==> src/rtl/fmac_ipcs_frm_ctrl.sv <==
// fmac_ipcs_frm_ctrl
// Store-and-forward frame controller in front of the 512x64 IPCS data FIFO.
// A frame is admitted only if a maximum-size frame still fits in the data
// FIFO. Otherwise the whole frame is dropped and counted. Each admitted
// frame's length and error bit go into a small length queue. The read side
// only starts a frame once its length entry exists, so only complete frames
// reach the checksum stage.
//
// Ports
//   clk, reset_        : single clock, asynchronous active-low reset
//   in_valid/sop/eop/data : upstream words, no backpressure
//   fifo_wrreq/data    : data FIFO write port (fifo_wrfull, fifo_usedw back)
//   fifo_rdreq/q       : data FIFO read port, q valid one cycle after rdreq
//   fifo_rdempty       : data FIFO empty
//   out_valid/sop/eop/err/data, out_ready : downstream stream
//   frm_pend           : complete frames waiting in the length queue
//   drop_cnt           : saturating dropped-frame counter
//   dbg_state          : {write FSM state, read FSM state}
//
// Handshake: a downstream word transfers on a rising edge where
// out_valid && out_ready. While out_valid && !out_ready the out_* outputs
// hold. out_valid never depends on out_ready.
module fmac_ipcs_frm_ctrl #(
    parameter int WIDTH     = 64,
    parameter int DEPTH     = 512,
    parameter int PTR       = 9,
    parameter int MAX_WORDS = 192,
    parameter int LQ_DEPTH  = 16,
    parameter int LQ_PTR    = 4
) (
    input  logic              clk,
    input  logic              reset_,
    input  logic              in_valid,
    input  logic              in_sop,
    input  logic              in_eop,
    input  logic [WIDTH-1:0]  in_data,
    output logic              fifo_wrreq,
    output logic [WIDTH-1:0]  fifo_data,
    input  logic              fifo_wrfull,
    input  logic [PTR:0]      fifo_usedw,
    output logic              fifo_rdreq,
    input  logic [WIDTH-1:0]  fifo_q,
    input  logic              fifo_rdempty,
    output logic              out_valid,
    output logic              out_sop,
    output logic              out_eop,
    output logic              out_err,
    output logic [WIDTH-1:0]  out_data,
    input  logic              out_ready,
    output logic [LQ_PTR:0]   frm_pend,
    output logic [15:0]       drop_cnt,
    output logic [2:0]        dbg_state
);

    localparam logic [PTR+1:0]  DEPTH_W = (PTR+2)'(DEPTH);
    localparam logic [PTR+1:0]  ADMIT_W = (PTR+2)'(MAX_WORDS + 1);
    localparam logic [PTR:0]    MAX_W   = (PTR+1)'(MAX_WORDS);
    localparam logic [PTR:0]    ONE_W   = (PTR+1)'(1);
    localparam logic [LQ_PTR:0] LQ_FULL = (LQ_PTR+1)'(LQ_DEPTH);
    localparam logic [LQ_PTR-1:0] LQ_ONE = (LQ_PTR)'(1);

    typedef enum logic [1:0] {W_IDLE = 2'd0, W_PASS = 2'd1, W_DROP = 2'd2} w_state_t;
    typedef enum logic       {R_IDLE = 1'b0, R_XFER = 1'b1} r_state_t;

    // ------------------------------------------------------------------
    // Write side
    // ------------------------------------------------------------------
    w_state_t        w_state, w_next;
    logic [PTR:0]    wcnt;
    logic            trunc;
    logic [PTR+1:0]  free_words;
    logic            admit;
    logic            accept;
    logic            lq_push;
    logic            push_err;
    logic [PTR:0]    push_len;
    logic            drop_inc;
    logic            cnt_start;
    logic            cnt_step;
    logic            err_now;

    // Length queue
    logic [PTR+1:0]    lq_mem [LQ_DEPTH];
    logic [LQ_PTR-1:0] lq_wp, lq_rp;
    logic [LQ_PTR:0]   lq_count;
    logic              lq_full;
    logic              lq_pop;
    logic              push_ok;
    logic [PTR+1:0]    lq_head;

    assign free_words = DEPTH_W - {1'b0, fifo_usedw};
    assign lq_full    = (lq_count == LQ_FULL);
    assign admit      = (free_words >= ADMIT_W) && !lq_full;

    always_ff @(posedge clk or negedge reset_) begin
        if (!reset_) w_state <= W_IDLE;
        else         w_state <= w_next;
    end

    always_comb begin
        w_next = w_state;
        case (w_state)
            W_IDLE: if (in_valid && in_sop && !in_eop) w_next = admit ? W_PASS : W_DROP;
            W_PASS: if (in_valid) begin
                if (in_sop)      w_next = in_eop ? W_IDLE : W_DROP;
                else if (in_eop) w_next = W_IDLE;
            end
            W_DROP: if (in_valid && in_eop) w_next = W_IDLE;
            default: w_next = W_IDLE;
        endcase
    end

    // Write-side actions. A word that would hit a full FIFO is discarded
    // and marks the frame bad instead of being written.
    always_comb begin
        accept    = 1'b0;
        lq_push   = 1'b0;
        push_err  = 1'b0;
        push_len  = '0;
        drop_inc  = 1'b0;
        cnt_start = 1'b0;
        cnt_step  = 1'b0;
        err_now   = 1'b0;
        case (w_state)
            W_IDLE: if (in_valid && in_sop) begin
                if (admit) begin
                    accept    = !fifo_wrfull;
                    cnt_start = 1'b1;
                    if (in_eop) begin
                        lq_push  = 1'b1;
                        push_len = ONE_W;
                        push_err = fifo_wrfull;
                    end
                end else begin
                    drop_inc = 1'b1;
                end
            end
            W_PASS: if (in_valid) begin
                if (in_sop) begin
                    // Missing eop: close the current frame as bad and
                    // drop the frame that just started.
                    lq_push  = 1'b1;
                    push_err = 1'b1;
                    push_len = wcnt;
                    drop_inc = 1'b1;
                end else begin
                    cnt_step = 1'b1;
                    accept   = (wcnt < MAX_W) && !fifo_wrfull;
                    err_now  = !accept;
                    if (in_eop) begin
                        lq_push  = 1'b1;
                        push_err = trunc || err_now;
                        push_len = wcnt + {{PTR{1'b0}}, accept};
                    end
                end
            end
            default: ;
        endcase
    end

    assign fifo_wrreq = accept;
    assign fifo_data  = accept ? in_data : '0;

    always_ff @(posedge clk or negedge reset_) begin
        if (!reset_) begin
            wcnt     <= '0;
            trunc    <= 1'b0;
            drop_cnt <= '0;
        end else begin
            if (cnt_start) begin
                wcnt  <= {{PTR{1'b0}}, accept};
                trunc <= !accept;
            end else if (cnt_step) begin
                if (accept) wcnt <= wcnt + ONE_W;
                trunc <= in_eop ? 1'b0 : (trunc || err_now);
            end
            if (drop_inc && (drop_cnt != 16'hFFFF)) drop_cnt <= drop_cnt + 16'd1;
        end
    end

    // ------------------------------------------------------------------
    // Length queue: {err, len}
    // ------------------------------------------------------------------
    assign push_ok = lq_push && (!lq_full || lq_pop);
    assign lq_head = lq_mem[lq_rp];
    assign frm_pend = lq_count;

    always_ff @(posedge clk) begin
        if (push_ok) lq_mem[lq_wp] <= {push_err, push_len};
    end

    always_ff @(posedge clk or negedge reset_) begin
        if (!reset_) begin
            lq_wp    <= '0;
            lq_rp    <= '0;
            lq_count <= '0;
        end else begin
            if (push_ok) lq_wp <= lq_wp + LQ_ONE;
            if (lq_pop)  lq_rp <= lq_rp + LQ_ONE;
            case ({push_ok, lq_pop})
                2'b10:   lq_count <= lq_count + (LQ_PTR+1)'(1);
                2'b01:   lq_count <= lq_count - (LQ_PTR+1)'(1);
                default: lq_count <= lq_count;
            endcase
        end
    end

    // ------------------------------------------------------------------
    // Read side
    // ------------------------------------------------------------------
    r_state_t     r_state, r_next;
    logic [PTR:0] rem;
    logic         rerr;
    logic         first;
    logic         inflight;
    logic         if_sop, if_eop, if_err;

    logic [WIDTH-1:0] sk_data [2];
    logic [1:0]       sk_sop, sk_eop, sk_err;
    logic             sk_rd, sk_wr;
    logic [1:0]       sk_cnt;
    logic             pop_out;
    logic [2:0]       occ_after;
    logic             room;

    assign out_valid = (sk_cnt != 2'd0);
    assign out_data  = sk_data[sk_rd];
    assign out_sop   = sk_sop[sk_rd];
    assign out_eop   = sk_eop[sk_rd];
    assign out_err   = sk_err[sk_rd];
    assign pop_out   = out_valid && out_ready;

    // Occupancy counts the word leaving this cycle as gone, so a steady
    // out_ready=1 sustains one read per cycle with a two-entry skid.
    assign occ_after = {1'b0, sk_cnt} + {2'b0, inflight} - {2'b0, pop_out};
    assign room      = (occ_after < 3'd2);

    // The next frame's entry is taken when the current frame has no reads
    // left, or is issuing its last read now, so frames follow back to back.
    assign lq_pop = (lq_count != '0) && ((rem == '0) || ((rem == ONE_W) && fifo_rdreq));

    always_ff @(posedge clk or negedge reset_) begin
        if (!reset_) r_state <= R_IDLE;
        else         r_state <= r_next;
    end

    always_comb begin
        r_next = r_state;
        case (r_state)
            R_IDLE: if (lq_pop) r_next = R_XFER;
            R_XFER: if (!lq_pop && (rem == '0) && !inflight) r_next = R_IDLE;
            default: r_next = R_IDLE;
        endcase
    end

    always_comb begin
        fifo_rdreq = (r_state == R_XFER) && (rem != '0) && room && !fifo_rdempty;
    end

    always_ff @(posedge clk or negedge reset_) begin
        if (!reset_) begin
            rem      <= '0;
            rerr     <= 1'b0;
            first    <= 1'b0;
            inflight <= 1'b0;
            if_sop   <= 1'b0;
            if_eop   <= 1'b0;
            if_err   <= 1'b0;
        end else begin
            if (lq_pop) begin
                rem   <= lq_head[PTR:0];
                rerr  <= lq_head[PTR+1];
                first <= 1'b1;
            end else if (fifo_rdreq) begin
                rem   <= rem - ONE_W;
                first <= 1'b0;
            end
            inflight <= fifo_rdreq;
            // Tags are fixed at read time so they survive a frame switch.
            if (fifo_rdreq) begin
                if_sop <= first;
                if_eop <= (rem == ONE_W);
                if_err <= rerr && (rem == ONE_W);
            end
        end
    end

    always_ff @(posedge clk or negedge reset_) begin
        if (!reset_) begin
            sk_data[0] <= '0;
            sk_data[1] <= '0;
            sk_sop     <= '0;
            sk_eop     <= '0;
            sk_err     <= '0;
            sk_rd      <= 1'b0;
            sk_wr      <= 1'b0;
            sk_cnt     <= '0;
        end else begin
            if (inflight) begin
                sk_data[sk_wr] <= fifo_q;
                sk_sop[sk_wr]  <= if_sop;
                sk_eop[sk_wr]  <= if_eop;
                sk_err[sk_wr]  <= if_err;
                sk_wr          <= ~sk_wr;
            end
            if (pop_out) sk_rd <= ~sk_rd;
            sk_cnt <= sk_cnt + {1'b0, inflight} - {1'b0, pop_out};
        end
    end

    assign dbg_state = {w_state, r_state};

endmodule
==> config.mk <==
export PLATFORM = sky130hd
export DESIGN_NAME = fmac_ipcs_frm_ctrl
export DESIGN_NICKNAME = d
export VERILOG_FILES = /design/src/rtl/fmac_ipcs_frm_ctrl.sv
export SDC_FILE = /design/constraint.sdc
export NUM_CORES = 1
export LEC_CHECK = 0
export CORE_ASPECT_RATIO = 2
export CORE_MARGIN = 4
export CORE_UTILIZATION = 35
export DETAILED_ROUTE_END_ITERATION = 10
export GPL_TIMING_DRIVEN = 0
export PLACE_DENSITY = 0.6
export SKIP_CTS_REPAIR_TIMING = 1
export SLEW_MARGIN = 20
export SYNTH_ARGS = -nofsm -noshare
export SYNTH_HDL_FRONTEND = slang
export SYNTH_SLANG_ARGS = --single-unit
==> constraint.sdc <==
create_clock -name clk -period 9.82 [get_ports clk]
set_clock_uncertainty 0.2 [all_clocks]
set_input_delay 0.982 -clock clk [delete_from_list [all_inputs] [get_ports clk]]
set_output_delay 0.982 -clock clk [all_outputs]
set_load 0.005 [all_outputs]
==> results of run 1 <==
[power breakdown]
group	total, W	internal (W)	switching, W
Combinational	0.000777	0.000436	0.000341
Sequential	0.00176	0.00171	0.0000571
Clock	0.00131	0.000744	0.000570
Total	0.00385	0.00289	0.000968
[metrics by stage]
| stage | worst slack, ns | utilization (%) |
|---|---|---|
| after detailed placement | 3.355 | 43.81 |
| after global placement | -0.7359 | 43.62 |
| after CTS | 3.892 | 46.16 |
| after global routing | 3.604 | 46.17 |
| after floorplan | 4.937 | - |
| final | 3.989 | 46.17 |
[cell families after synthesis]
family,share of synthesized area [%]
flip-flops,61.53
XOR/XNOR,2.532
AO/OA/AOI/OAI,2.955
AND/OR/NAND/NOR,8.713
adder cells (fa/ha/maj),1.553
buffers and inverters,1.937
multiplexers,20.78
[how the worst max path moves through the flow]
stage / endpoint / slack (ns) / depth (start not counted)
after floorplan: frm_pend[4]$_DFFE_PN0P_ / 4.94 / 21
after global placement: sk_data[109]$_DFFE_PN0P_ / -0.74 / 1
after detailed placement: frm_pend[4]$_DFFE_PN0P_ / 3.36 / 22
after CTS: frm_pend[4]$_DFFE_PN0P_ / 3.89 / 22
after global routing: frm_pend[4]$_DFFE_PN0P_ / 3.60 / 22
final: fifo_data[24] / 3.99 / 13
[flip-flops by register name, indices dropped and copies added (netlist names), 2 cells and up]
name      flops
sk_sop        2
drop_cnt     16
w_state       2
sk_cnt        2
sk_data     128
sk_eop        2
sk_err        2
lq_wp         4
lq_rp         4
frm_pend      5
lq_mem      176
wcnt         10
rem          10
[worst max-delay path: stages]
cell and delay, ns:
sky130_fd_sc_hd__clkdlybuf4s50_1 0.58, sky130_fd_sc_hd__inv_1 0.07, sky130_fd_sc_hd__ha_1 0.24, sky130_fd_sc_hd__or4b_2 0.64, sky130_fd_sc_hd__o22ai_1 0.14, sky130_fd_sc_hd__o31a_1 0.23, sky130_fd_sc_hd__a21oi_4 0.10, sky130_fd_sc_hd__nor4_2 0.38
sky130_fd_sc_hd__nor2_1 0.11, sky130_fd_sc_hd__buf_2 0.20, sky130_fd_sc_hd__buf_2 0.19, sky130_fd_sc_hd__nor2b_1 0.24, sky130_fd_sc_hd__clkdlybuf4s50_1 0.56
[placed cells by master (no fill, tap or decap), types with 4 or more instances in the layout]
master                            instances
sky130_fd_sc_hd__clkdlybuf4s50_1        302
sky130_fd_sc_hd__mux2_2                 205
sky130_fd_sc_hd__dfrtp_1                197
sky130_fd_sc_hd__edfxtp_1               176
sky130_fd_sc_hd__nor2b_1                 80
sky130_fd_sc_hd__nand2_1                 49
sky130_fd_sc_hd__mux4_2                  48
sky130_fd_sc_hd__clkbuf_1                43
sky130_fd_sc_hd__clkbuf_16               37
sky130_fd_sc_hd__nor2_1                  36
sky130_fd_sc_hd__xor2_1                  31
sky130_fd_sc_hd__inv_1                   22
sky130_fd_sc_hd__and3_1                  20
sky130_fd_sc_hd__ha_1                    19
sky130_fd_sc_hd__o21ai_0                 18
sky130_fd_sc_hd__nand3_1                 17
sky130_fd_sc_hd__xnor2_1                 17
sky130_fd_sc_hd__a21oi_1                 16
sky130_fd_sc_hd__buf_1                   14
sky130_fd_sc_hd__nor4_1                   9
sky130_fd_sc_hd__buf_2                    8
sky130_fd_sc_hd__nand2b_1                 7
sky130_fd_sc_hd__nand4_1                  7
sky130_fd_sc_hd__clkbuf_8                 7
sky130_fd_sc_hd__nor3_1                   6
sky130_fd_sc_hd__mux2i_1                  6
sky130_fd_sc_hd__and2_1                   5
sky130_fd_sc_hd__nor2_2                   5
sky130_fd_sc_hd__a31oi_1                  5
sky130_fd_sc_hd__or3_1                    4
sky130_fd_sc_hd__a22oi_1                  4
sky130_fd_sc_hd__a211oi_1                 4
sky130_fd_sc_hd__a311oi_1                 4
sky130_fd_sc_hd__clkinv_2                 4
[layer usage]
metal,vias up,track usage (%),wire [um],share of wire (%)
li1,4799,-,-,-
met1,5277,16.44,14150,33
met2,358,34.45,25250,58
met3,67,3.339,2685,6.2
met4,0,4.849,1098,2.5
met5,-,0,0,0
[final cells by class]
cell class,count,area [um^2],share of cell area [%]
sequential,373,10210,47.27
multi-input combinational,665,6083,28.15
timing repair buffer,307,3108,14.38
clock buffer,54,1060,4.904
tap,627,784.5,3.630
buffer,57,235.2,1.088
inverter,23,86.33,0.3995
clock inverter,7,38.79,0.1795
==> insert_results.sql, run 1 <==
INSERT INTO impl_metrics (metric_group, metric, value, unit) VALUES
('run_status', 'status', 'completed', ''),
('global_route', 'grt_antenna_before_repair', '0', ''),
('synthesis', 'postSynthRegisterBits', '373', ''),
('power', 'pwr_density_cell', '178.3', 'mW/mm^2'),
('timing', 'tightestPinTransition', '1.066', 'ns'),
('place', 'io_buffers', '303', ''),
('place', 'placed_cells', '2052', ''),
('worst_setup_path', 'critical_path.startpoint', 'fifo_usedw[0]', ''),
('cts', 'cts_made_buffers', '34', ''),
('timing', 'hold_violations', '0', ''),
('place', 'place_area', '0.02050', 'mm^2'),
('cts', 'tritoncts', 'built', ''),
('die', 'cell_rows', '112', ''),
('global_route', 'maximum_number_of_pins_on_one_net_before_global_route_repair', '101', ''),
('die', 'die_area', '0.05119', 'mm^2'),
('worst_setup_path', 'worst_r2r_path_depth', '23', ''),
('die', 'core-area', '0.04680', 'mm^2'),
('synthesis', 'netlist_top_cells_area', 'sky130_fd_sc_hd__edfxtp_1, sky130_fd_sc_hd__dfrtp_1, sky130_fd_sc_hd__mux2_2', ''),
('worst_hold_path', 'hold_path.class', 'primary input to async pin', ''),
('worst_setup_path', 'reg2reg_setup_slack', '4.30', 'ns'),
('cells_and_area', 'final_cell_area', '0.02161', 'mm^2'),
('worst_setup_path', 'worst_reg2reg_endpoint', 'frm_pend[4]$_DFFE_PN0P_', ''),
('synthesis', 'syn-num-nets', '1284', ''),
('worst_setup_path', 'worst_setup_path_end_kind', 'output port', ''),
('timing', 'setup_total_negative_slack', '0', 'ns'),
('global_route', 'global_route.usage.total', '16.76', '%'),
('synthesis', 'synthCells', '1118', ''),
('worst_setup_path', 'regToRegStartpoint', 'sk_cnt[1]$_DFF_PN0_', ''),
('timing', 'slew_headroom', '28.69', '%'),
('die', 'io_pins', '304', ''),
('drt', 'avgViaCountPerCell', '4.970', ''),
('timing', 'final.min_clock_period', '5.831', 'ns'),
('worst_setup_path', 'timing.critical_path.required', '8.64', 'ns'),
('power', 'ir_worst_vdd', '0.09891', 'mV'),
('drt', 'detail-route-antenna-nets', '0', ''),
('die', 'start_util', '35.47', '%'),
('global_route', 'via_count_of_the_first_global_routing_pass', '11616', ''),
('power', 'power.static_leakage', '8.416', 'nW'),
('synthesis', 'synth_largest_area_cell', 'sky130_fd_sc_hd__edfxtp_1', ''),
('timing', 'timing.hold.ws', '0.1599', 'ns'),
('drt', 'initialDrtViolationCount', '496', ''),
('cells_and_area', 'area.growth.synth_to_final', '30.18', '%'),
('cts', 'register_clock_pin_slew_on_the_reported_worst_setup_and_hold_paths', '0.06', 'ns'),
('cells_and_area', 'nets', '1627', ''),
('synthesis', 'most_common_cell_in_the_synthesized_netlist', 'sky130_fd_sc_hd__mux2_2', ''),
('cts', 'cts_sinks', '373', ''),
('cells_and_area', 'layout-drive-gt1-share', '22.54', '%'),
('cells_and_area', 'layout.filler_cells', '4261', ''),
('synthesis', 'yosys.area.top_type_share', '31.84', '%'),
('cts', 'cts.htree.levels', '2', ''),
('synthesis', 'seq_area_frac_synth', '61.53', '%'),
('place', 'gp_congestion', '0.7784', ''),
('drt', 'route.vias.total', '10501', ''),
('synthesis', 'ys.warnings.count', '0', ''),
('worst_setup_path', 'arrival', '4.65', 'ns'),
('timing', 'rsz_0062_raised_after_global_routing', 'no', ''),
('cts', 'max-clock-path-buffers', '3', ''),
('synthesis', 'synth_ff_type', 'sky130_fd_sc_hd__dfrtp_1', ''),
('cts', 'root_buffer', 'sky130_fd_sc_hd__clkbuf_16', ''),
('synthesis', 'syn_avg_cell_area', '14.85', 'um^2'),
('drt', 'finalWirelength', '43180', 'um'),
('job', 'max_cap_viol_count', '0', ''),
('die', 'die_height', '316.0', 'um'),
('synthesis', 'number_of_enable_flip_flop_cells_after_synthesis', '176', ''),
('worst_setup_path', 'worst-setup-path-type', 'primary input to output port', ''),
('global_route', 'grt_pass1_wl', '66820', 'um'),
('drt', 'drt_pass1_iterations', '6', ''),
('global_route', 'globalRoute.totalOverflow', '0', ''),
('synthesis', 'most_common_library_cells_after_synthesis', 'sky130_fd_sc_hd__mux2_2, sky130_fd_sc_hd__dfrtp_1, sky130_fd_sc_hd__edfxtp_1', ''),
('drt', 'detail_route.wl_per_cell', '20.43', 'um'),
('worst_setup_path', 'worst-path-max-fanout', '10', '');
Power figures use the tool's default switching activity.
==> run 2, diff against run 1 <==
==> constraint.sdc (replaced) <==
create_clock -name clk -period 5.45 [get_ports clk]
set_clock_uncertainty 0.2 [all_clocks]
set_input_delay 0.545 -clock clk [delete_from_list [all_inputs] [get_ports clk]]
set_output_delay 0.545 -clock clk [all_outputs]
set_load 0.005 [all_outputs]
==> insert_results.sql, run 2 (synthesis gave the netlist of run 1 again) <==
INSERT INTO impl_metrics (metric_group, metric, value, unit) VALUES
('cts', 'clock_insertion_delay_worst_skew', '0.53', 'ns'),
('place', 'io_buffers', '303', ''),
('cells_and_area', 'register_with_the_most_flip_flops', 'lq_mem', ''),
('drt', 'detailroute.wirelength.met2', '25100', 'um'),
('worst_hold_path', 'whs_endpoint', 'if_sop$_DFFE_PN0P_', ''),
('drt', 'detail-route-antenna-nets', '0', ''),
('cells_and_area', 'final_cell_mix', 'sky130_fd_sc_hd__clkdlybuf4s50_1, sky130_fd_sc_hd__mux2_2, sky130_fd_sc_hd__dfrtp_1', ''),
('worst_hold_path', 'min-delay-start', 'first$_DFFE_PN0P_', ''),
('cells_and_area', 'largest_register_ffs', '176', ''),
('worst_setup_path', 'arrival', '5.22', 'ns'),
('worst_setup_path', 'crit_path_most_repeated_cell', 'sky130_fd_sc_hd__ha_1', ''),
('worst_setup_path', 'worst_reg2reg_endpoint', 'frm_pend[4]$_DFFE_PN0P_', ''),
('die', 'core-area', '0.04680', 'mm^2'),
('drt', 'drt_pass1_iterations', '5', ''),
('timing', 'tightestPinTransition', '1.079', 'ns'),
('timing', 'slew_headroom', '27.81', '%'),
('drt', 'top_layer_reached_by_signal_wires', 'met4', ''),
('cts', 'cts_sinks', '373', ''),
('place', 'gp_congestion', '0.7784', ''),
('die', 'dieWidth', '162', 'um'),
('timing', 'timing.hold.ws', '0.2649', 'ns'),
('drt', 'finalWirelength', '43050', 'um'),
('worst_hold_path', 'hold_path.class', 'flop to flop', ''),
('drt', 'detail_route.wl_per_cell', '20.37', 'um'),
('global_route', 'maximum_number_of_pins_on_one_net_before_global_route_repair', '101', ''),
('drt', 'drt-met1-wl', '14280', 'um'),
('global_route', 'globalRoute.totalOverflow', '0', ''),
('cells_and_area', 'reg.largest.list', 'lq_mem: 176 flops, sk_data: 128 flops, drop_cnt: 16 flops', ''),
('cts', 'root_buffer', 'sky130_fd_sc_hd__clkbuf_16', ''),
('timing', 'final.min_clock_period', '5.023', 'ns'),
('cells_and_area', 'nets', '1627', ''),
('worst_setup_path', 'regToRegStartpoint', 'sk_cnt[1]$_DFF_PN0_', ''),
('cells_and_area', 'area.growth.synth_to_final', '30.28', '%'),
('cells_and_area', 'final_common_cell', 'sky130_fd_sc_hd__clkdlybuf4s50_1', ''),
('cells_and_area', 'layout-drive-gt1-share', '22.75', '%'),
('cts', 'tritoncts', 'built', ''),
('timing', 'hold_violations', '0', ''),
('place', 'dp_hpwl', '32520', 'um'),
('cts', 'cts_made_buffers', '34', ''),
('die', 'die_height', '316.0', 'um'),
('power', 'pwr_density_cell', '321.1', 'mW/mm^2'),
('timing', 'post-route-period-util', '92.17', '%'),
('worst_setup_path', 'path_delay_family', 'adder cells', ''),
('worst_setup_path', 'worst_r2r_path_depth', '24', ''),
('timing', 'rsz_0062_raised_after_global_routing', 'no', ''),
('cells_and_area', 'insertedDiodeCount', '0', ''),
('power', 'ir_worst_vdd', '0.1788', 'mV'),
('worst_setup_path', 'cp_num_buf_inv', '5', ''),
('global_route', 'grt_pass1_wl', '66820', 'um'),
('drt', 'drc', '0', ''),
('timing', 'fmaxAchievable', '199.1', 'MHz'),
('worst_setup_path', 'timing.critical_path.from_type', 'flop', ''),
('worst_hold_path', 'hold_depth', '2', ''),
('worst_setup_path', 'worst_setup_path_end_kind', 'flop', ''),
('die', 'start_util', '35.47', '%'),
('worst_setup_path', 'worstPathCellList', 'inv_1 > nand2_1 > and2_1 > ha_1 > inv_1 > ha_1 > fa_1 > nor2_1 > a41oi_1 > nor2b_2 > o21ai_0 > a21oi_2 > clkbuf_2 > inv_1 > ha_1 > clkbuf_1 > xor2_1 > ha_1 > o21ai_0 > a21oi_1 > a21oi_1 > xor2_1 > nor2_1 > xor2_1', ''),
('global_route', 'grt_antenna_before_repair', '0', ''),
('job', 'max_cap_viol_count', '0', ''),
('timing', 'setup_viol', '0', ''),
('die', 'die_area', '0.05119', 'mm^2'),
('drt', 'route.vias.total', '10456', ''),
('die', 'cell_rows', '112', ''),
('timing', 'slew_viol_final', '0', ''),
('drt', 'dr_wl_met3', '2568', 'um'),
('drt', 'initialDrtViolationCount', '531', ''),
('worst_setup_path', 'timing.critical_path.required', '5.65', 'ns'),
('cts', 'register_clock_pin_slew_on_the_reported_worst_setup_and_hold_paths', '0.06', 'ns'),
('worst_setup_path', 'worst-path-max-fanout', '10', ''),
('global_route', 'global_route.usage.total', '16.76', '%'),
('die', 'io_pins', '304', ''),
('cts', 'cts.htree.levels', '2', ''),
('worst_setup_path', 'worst-setup-path-type', 'flop to flop', ''),
('power', 'power.static_leakage', '8.423', 'nW'),
('cts', 'max-clock-path-buffers', '3', ''),
('drt', 'avgViaCountPerCell', '4.948', ''),
('global_route', 'via_count_of_the_first_global_routing_pass', '11616', ''),
('cells_and_area', 'post-route-util', '46.21', '%'),
('worst_setup_path', 'critPathSlowestCell', 'sky130_fd_sc_hd__fa_1', ''),
('worst_setup_path', 'worst_path_largest_cell_delay', '0.48', 'ns'),
('run_status', 'status', 'completed', ''),
('worst_setup_path', 'reg2reg_setup_slack', '0.43', 'ns');
## run 2: worst reg2reg max path, stage by stage (launching register included)
cell and delay [ns]:
sky130_fd_sc_hd__dfrtp_1 0.38, sky130_fd_sc_hd__inv_1 0.10, sky130_fd_sc_hd__nand2_1 0.07, sky130_fd_sc_hd__and2_1 0.18, sky130_fd_sc_hd__ha_1 0.29, sky130_fd_sc_hd__inv_1 0.04, sky130_fd_sc_hd__ha_1 0.18, sky130_fd_sc_hd__fa_1 0.48
sky130_fd_sc_hd__nor2_1 0.16, sky130_fd_sc_hd__a41oi_1 0.15, sky130_fd_sc_hd__nor2b_2 0.24, sky130_fd_sc_hd__o21ai_0 0.14, sky130_fd_sc_hd__a21oi_2 0.25, sky130_fd_sc_hd__clkbuf_2 0.26, sky130_fd_sc_hd__inv_1 0.14, sky130_fd_sc_hd__ha_1 0.24
sky130_fd_sc_hd__clkbuf_1 0.19, sky130_fd_sc_hd__xor2_1 0.18, sky130_fd_sc_hd__ha_1 0.24, sky130_fd_sc_hd__o21ai_0 0.15, sky130_fd_sc_hd__a21oi_1 0.08, sky130_fd_sc_hd__a21oi_1 0.18, sky130_fd_sc_hd__xor2_1 0.17, sky130_fd_sc_hd__nor2_1 0.06
sky130_fd_sc_hd__xor2_1 0.14
## run 2: power breakdown
part | total, W | internal [W] | switching [W]
clock | 0.00236 | 0.00134 | 0.00102
sequential | 0.00318 | 0.00307 | 0.000104
combinational | 0.00140 | 0.000787 | 0.000615
## run 2: layer usage
metal	up-vias	GRT usage, %
met4	0	4.849
met5	-	0
met1	5240	16.44
met2	357	34.45
li1	4797	-
met3	62	3.339
## run 2: per-stage QoR
stage	total power, W	setup WS (ns)	setup TNS, ns	instance area [um^2]	instances
5_1_grt	0.007267	0.07788	0	21630	2113
3_5_place_dp	0.004656	-0.5775	-1.094	20500	2052
4_1_cts	0.007052	-0.2204	-0.2204	21600	2113
2_1_floorplan	0.003852	0.9824	0	16600	1118
3_3_place_gp	0.004627	-4.669	-918.20	20420	2048
6_report	0.006944	0.4269	0	21630	2113
## run 2: area by class of cell
| type | instances | area [um^2] |
|---|---|---|
| Buffer | 56 | 235.2 |
| Clock buffer | 54 | 1060 |
| Clock inverter | 7 | 38.79 |
| Fill cell | 4258 | 25180 |
| Inverter | 23 | 86.33 |
| Multi-Input combinational cell | 665 | 6090 |
| Sequential cell | 373 | 10210 |
| Tap cell | 627 | 784.5 |
| Timing Repair Buffer | 308 | 3118 |
## run 2: how the worst max path moves through the flow
stage	startpoint	endpoint	slack, ns	cells past startpoint
4_1_cts	sk_cnt[1]$_DFF_PN0_	frm_pend[4]$_DFFE_PN0P_	-0.22	23
2_1_floorplan	sk_cnt[1]$_DFF_PN0_	frm_pend[4]$_DFFE_PN0P_	0.98	23
3_5_place_dp	out_ready	frm_pend[4]$_DFFE_PN0P_	-0.58	22
3_3_place_gp	reset_	sk_data[109]$_DFFE_PN0P_	-4.67	1
5_1_grt	sk_cnt[1]$_DFF_PN0_	frm_pend[4]$_DFFE_PN0P_	0.08	24
6_report	sk_cnt[1]$_DFF_PN0_	frm_pend[4]$_DFFE_PN0P_	0.43	24
==> run 3, diff against run 2 <==
--- a/config.mk
+++ b/config.mk
@@ -10,7 +10,7 @@
 export CORE_UTILIZATION = 35
 export DETAILED_ROUTE_END_ITERATION = 10
 export GPL_TIMING_DRIVEN = 0
-export PLACE_DENSITY = 0.6
+export PLACE_DENSITY = 0.62
 export SKIP_CTS_REPAIR_TIMING = 1
 export SLEW_MARGIN = 20
 export SYNTH_ARGS = -nofsm -noshare
==> constraint.sdc (replaced) <==
create_clock -name clk -period 4.5 [get_ports clk]
set_clock_uncertainty 0.2 [all_clocks]
set_input_delay 0.45 -clock clk [delete_from_list [all_inputs] [get_ports clk]]
set_output_delay 0.45 -clock clk [all_outputs]
set_load 0.005 [all_outputs]
==> insert_results.sql, run 3 (synthesis gave the netlist of run 1 again) <==
INSERT INTO impl_metrics (metric_group, metric, value, unit) VALUES
('cells_and_area', 'final_cell_area', '0.02190', 'mm^2'),
('power', 'pwr_density_cell', '392.8', 'mW/mm^2'),
('cells_and_area', 'final_cell_mix', 'sky130_fd_sc_hd__clkdlybuf4s50_1, sky130_fd_sc_hd__mux2_2, sky130_fd_sc_hd__dfrtp_1', ''),
('drt', 'initialDrtViolationCount', '494', ''),
('global_route', 'global_route.usage.total', '16.79', '%'),
('worst_setup_path', 'timing.critical_path.required', '4.71', 'ns'),
('cts', 'clock_insertion_delay_worst_skew', '0.53', 'ns'),
('worst_setup_path', 'arrival', '4.55', 'ns'),
('place', 'dp_hpwl', '32660', 'um'),
('power', 'ir_worst_vdd', '0.2132', 'mV'),
('worst_setup_path', 'worst-path-max-fanout', '7', ''),
('timing', 'hold_violations', '0', ''),
('cells_and_area', 'final_cell_count_no_fill', '2125', ''),
('place', 'placed_cells', '2052', ''),
('timing', 'fmaxAchievable', '230.5', 'MHz'),
('die', 'dieWidth', '162', 'um'),
('cells_and_area', 'final_common_cell', 'sky130_fd_sc_hd__clkdlybuf4s50_1', ''),
('drt', 'drt_pass1_iterations', '5', ''),
('timing', 'setup_viol', '0', ''),
('cts', 'register_clock_pin_slew_on_the_reported_worst_setup_and_hold_paths', '0.06', 'ns'),
('drt', 'detail_route.wl_per_cell', '20.51', 'um'),
('cells_and_area', 'largest_register_ffs', '176', ''),
('die', 'cell_rows', '112', ''),
('cells_and_area', 'reg.largest.list', 'lq_mem: 176 flops, sk_data: 128 flops, drop_cnt: 16 flops', ''),
('place', 'gp_congestion', '0.8292', ''),
('drt', 'route.vias.total', '10551', ''),
('drt', 'avgViaCountPerCell', '4.965', ''),
('die', 'core-area', '0.04680', 'mm^2'),
('cells_and_area', 'area.growth.synth_to_final', '31.91', '%'),
('cts', 'cts_made_buffers', '34', ''),
('worst_setup_path', 'worst_setup_path_end_kind', 'flop', ''),
('cells_and_area', 'post-route-util', '46.79', '%'),
('worst_setup_path', 'worst-setup-path-type', 'flop to flop', ''),
('die', 'die_height', '316.0', 'um'),
('place', 'io_buffers', '303', ''),
('job', 'max_cap_viol_count', '0', ''),
('cells_and_area', 'register_with_the_most_flip_flops', 'lq_mem', ''),
('global_route', 'grt_pass1_wl', '66530', 'um'),
('timing', 'slew_viol_final', '0', ''),
('drt', 'finalWirelength', '43590', 'um'),
('cts', 'cts_sinks', '373', ''),
('cts', 'max-clock-path-buffers', '3', ''),
('timing', 'slew_headroom', '24.01', '%'),
('cts', 'tritoncts', 'built', ''),
('place', 'place_area', '0.02050', 'mm^2'),
('cells_and_area', 'layout.filler_cells', '4229', ''),
('global_route', 'globalRoute.totalOverflow', '0', ''),
('timing', 'tightestPinTransition', '1.136', 'ns'),
('timing', 'final.min_clock_period', '4.339', 'ns'),
('die', 'die_area', '0.05119', 'mm^2'),
('power', 'power.static_leakage', '8.530', 'nW'),
('cells_and_area', 'insertedDiodeCount', '0', ''),
('cells_and_area', 'multi_input_area', '0.006191', 'mm^2'),
('run_status', 'status', 'completed', ''),
('cts', 'root_buffer', 'sky130_fd_sc_hd__clkbuf_16', ''),
('die', 'start_util', '35.47', '%'),
('cells_and_area', 'nets', '1639', ''),
('global_route', 'via_count_of_the_first_global_routing_pass', '11624', ''),
('die', 'io_pins', '304', ''),
('cells_and_area', 'layout-drive-gt1-share', '24.90', '%'),
('global_route', 'grt_antenna_before_repair', '0', ''),
('global_route', 'maximum_number_of_pins_on_one_net_before_global_route_repair', '93', ''),
('drt', 'detail-route-antenna-nets', '0', ''),
('cells_and_area', 'ff_latch_area', '0.01021', 'mm^2'),
('worst_setup_path', 'timing.critical_path.from_type', 'flop', ''),
('timing', 'post-route-period-util', '96.42', '%'),
('drt', 'drc', '0', ''),
('worst_hold_path', 'hold_path.class', 'primary input to async pin', ''),
('cts', 'cts.htree.levels', '2', '');
==> run 3: cell count changes in the layout (fill, tap and decap cells not counted), sizes merged <==
| cell | previous run | this run |
|---|---|---|
| clkbuf | 88 | 81 |
| clkinvlp | 0 | 2 |
| clkdlybuf4s50 | 302 | 300 |
| dlymetal6s2s | 0 | 2 |
| clkinv | 7 | 6 |
| inv | 23 | 25 |
| buf | 27 | 40 |
| bufinv | 0 | 3 |
==> run 3: per-layer routing <==
metal	up-vias	wire, um	GRT usage (%)
met5	-	0	0
met4	0	1309	5.811
met3	64	2419	3.091
met2	373	25660	34.77
met1	5295	14200	16.00
li1	4819	-	-
==> run 3: worst paths after layout <==
| path | from | end | cells past startpoint | slack, ns |
|---|---|---|---|---|
| max | sk_cnt[1]$_DFF_PN0_ | frm_pend[4]$_DFFE_PN0P_ | 26 | 0.16 |
| min | reset_ | sk_data[29]$_DFFE_PN0P_ | 2 | 0.25 |
| max reg2reg | sk_cnt[1]$_DFF_PN0_ | frm_pend[4]$_DFFE_PN0P_ | 26 | 0.16 |
| min reg2reg | first$_DFFE_PN0P_ | if_sop$_DFFE_PN0P_ | 2 | 0.27 |
| max in group asynchronous | reset_ | sk_data[37]$_DFFE_PN0P_ | 4 | 2.69 |
| min in group clk | first$_DFFE_PN0P_ | if_sop$_DFFE_PN0P_ | 2 | 0.27 |
==> run 3: metrics by stage <==
| step | hold WS, ns | TNS [ns] | setup WS [ns] | total power, W |
|---|---|---|---|---|
| after floorplan | -0.04559 | 0 | 0.03239 | 0.004665 |
| after global placement | 0.2507 | -1183.19 | -5.613 | 0.005598 |
| after detailed placement | 0.2101 | -88.47 | -1.365 | 0.005632 |
| after CTS | -0.3663 | -41.66 | -1.108 | 0.008649 |
| after global routing | 0.2853 | -0.09430 | -0.09430 | 0.009004 |
| final | 0.2477 | 0 | 0.1612 | 0.008602 |
==> run 3: report_power, final <==
part / leakage, nW / switching [W] / internal, W
Combinational: 3.73 / 0.000778 / 0.00100
Clock: 0.551 / 0.00128 / 0.00169
Sequential: 4.25 / 0.000128 / 0.00372
==> run 3: critical path, cell delays in order, from the launching register on <==
cell and delay, ns:
sky130_fd_sc_hd__dfrtp_1 0.42, sky130_fd_sc_hd__inv_2 0.09, sky130_fd_sc_hd__nand2_1 0.06, sky130_fd_sc_hd__and2_4 0.15, sky130_fd_sc_hd__ha_4 0.25, sky130_fd_sc_hd__inv_1 0.03, sky130_fd_sc_hd__ha_2 0.17, sky130_fd_sc_hd__fa_2 0.48
sky130_fd_sc_hd__nor2_4 0.12, sky130_fd_sc_hd__a41oi_2 0.11, sky130_fd_sc_hd__nor2b_2 0.17, sky130_fd_sc_hd__buf_6 0.14, sky130_fd_sc_hd__o21ai_2 0.05, sky130_fd_sc_hd__a21oi_2 0.11, sky130_fd_sc_hd__buf_6 0.14, sky130_fd_sc_hd__buf_8 0.12
sky130_fd_sc_hd__inv_6 0.04, sky130_fd_sc_hd__ha_4 0.16, sky130_fd_sc_hd__buf_6 0.13, sky130_fd_sc_hd__xor2_1 0.14, sky130_fd_sc_hd__ha_2 0.21, sky130_fd_sc_hd__o21ai_1 0.11, sky130_fd_sc_hd__a21oi_1 0.07, sky130_fd_sc_hd__a21oi_1 0.15
sky130_fd_sc_hd__xor2_1 0.17, sky130_fd_sc_hd__nor2_1 0.07, sky130_fd_sc_hd__xor2_1 0.14
==> run 3: layout make-up <==
type                            instances  area share (%)
Clock inverter                         13          0.7199
Buffer                                 57           1.228
Clock buffer                           48           4.445
Sequential cell                       373           46.65
Timing Repair Buffer                  319           14.67
Multi-Input combinational cell        665           28.27
Tap cell                              627           3.582
Inverter                               23          0.4342
==> RTL change (config.mk and constraints of run 2) <==
Change the parameter `WIDTH` from 64 to 128.
--- a/src/rtl/fmac_ipcs_frm_ctrl.sv
+++ b/src/rtl/fmac_ipcs_frm_ctrl.sv
@@ -22,5 +22,5 @@
 // hold. out_valid never depends on out_ready.
 module fmac_ipcs_frm_ctrl #(
-    parameter int WIDTH     = 64,
+    parameter int WIDTH     = 128,
     parameter int DEPTH     = 512,
     parameter int PTR       = 9,
Ports: changed (resized fifo_data, fifo_q, in_data and out_data); port bits go from 304 to 560. The function was not compared with the original's and may differ.
==> RTL change against run 2 <==
Final area rose by 43%; wire length rose by 65%; global-route usage rose by 3.4 points; setup slack improved by 0.046 ns; total power rose by 100%; die area rose by 35%; utilization rose by 2.1 points; synthesized area rose by 37%; sequential cell count rose by 128; clock power rose by 37%; largest cell class unchanged; highest routed layer is now met5.
==> RTL change: results (changes against run 2) <==
| Metric | Value |
|---|---|
| Status | `finished clean (unchanged)` |
| Syn_nets | `1819 (was 1284)` |
| Inverters | `22 (was 23)` |
| Sequential share of power | `39.3% (was 45.8%)` |
| Post-DR vias/cell | `5.02 (was 4.95)` |
| P_leak | `0.0120 uW (was 0.00842 uW)` |
| Share of layout cells above drive strength 1 | `26.3% (was 22.7%)` |
| Gpl congestion | `1.12 (was 0.778)` |
| Met2 global-route usage | `38.3% (was 34.5%)` |
| GR Util All Layers | `20.2% (was 16.8%)` |
| Part of the power in combinational logic | `37.8% (was 20.2%)` |
| Via count | `14957 (was 10456)` |
| Seq area share | `43.4% (was 47.2%)` |
| Main area contributors after synthesis | `dfrtp_1, edfxtp_1, mux2_2 (was edfxtp_1, dfrtp_1, mux2_2)` |
| Number of fill cells | `5662 (was 4258)` |
| Slew HR | `29.4% (was 27.8%)` |
| Post-synthesis xor/xnor area fraction | `1.85% (was 2.53%)` |
| Diodes inserted | `9 (was 0)` |
| Total CTS buffers | `46 (was 34)` |
| Mux contribution to synthesized area | `25.0% (was 20.8%)` |
| Cell variety after synth | `72 (was 60)` |
| Multi-input logic area | `8740 um2 (was 6090 um2)` |
| Pwr Density | `458 nW/um2 (was 321 nW/um2)` |
| Number of global-route vias before repair | `16816 (was 11616)` |
| Signal buf overhead | `19.8% (was 15.5%)` |
| Synth cell count leaders | `mux2_2, dfrtp_1, edfxtp_1 (unchanged)` |
| Worst Hold Class | `in -> reg (was reg -> reg)` |
| Comb_multi_in | `917 (was 665)` |
| Compound-Gate Fraction of Synth Area | `2.37% (was 2.95%)` |
| Sequential-to-total area share from yosys stat | `59.2% (was 61.5%)` |
| Hold slack | `0.279 ns (was 0.265 ns)` |
| Post-layout nets | `2429 (was 1627)` |
| Hold Crit Start | `in_eop (was first$_DFFE_PN0P_)` |
| Port-buffer cells | `558 (was 303)` |
| Clkbuf count | `66 (was 54)` |
| Num sequential | `501 (was 373)` |
| Fin crit share | `91.3% (was 92.2%)` |
| DR iter-0 viols | `481 (was 531)` |
| Internal Power | `10200 uW (was 5200 uW)` |
| Final Power | `14200 uW (was 6940 uW)` |
| Largest regs | `sk_data: 256 flops, lq_mem: 176 flops, drop_cnt: 16 flops (was lq_mem: 176 flops, sk_data: 128 flops, drop_cnt: 16 flops)` |
| Dpl hpwl | `55.7 mm (was 32.5 mm)` |
| GR Layer Usage met1 | `19.7% (was 16.4%)` |
| Cells after Synth | `1525 (was 1118)` |
| Met3 usage | `6.09% (was 3.34%)` |
| Met3 Wirelength | `5.58 mm (was 2.57 mm)` |
| DRT Pass-1 Iters | `4 (was 5)` |
| Maximum vdd drop | `0.000224 V (was 0.000179 V)` |
==> RTL change: changes by cell type after synthesis, moves of 5 or more <==
| cell | run 2 | this run |
|---|---|---|
| buf_6 | 1 | 12 |
| clkbuf_1 | 33 | 43 |
| dfrtp_1 | 197 | 325 |
| mux2_2 | 205 | 399 |
| mux2i_1 | 6 | 14 |
| nand2b_1 | 7 | 2 |
| nor2b_1 | 80 | 137 |
==> RTL change: worst max-delay path by stage <==
| stage | start | endpoint |
|---|---|---|
| floorplan | sk_cnt[1]$_DFF_PN0_ | frm_pend[4]$_DFFE_PN0P_ |
| global route | sk_cnt[1]$_DFF_PN0_ | frm_pend[4]$_DFFE_PN0P_ |
| finish | sk_cnt[1]$_DFF_PN0_ | frm_pend[4]$_DFFE_PN0P_ |
| CTS | sk_cnt[1]$_DFF_PN0_ | frm_pend[4]$_DFFE_PN0P_ |
| detailed placement | out_ready | frm_pend[4]$_DFFE_PN0P_ |
| global placement | reset_ | drop_cnt[0]$_DFFE_PN0P_ |
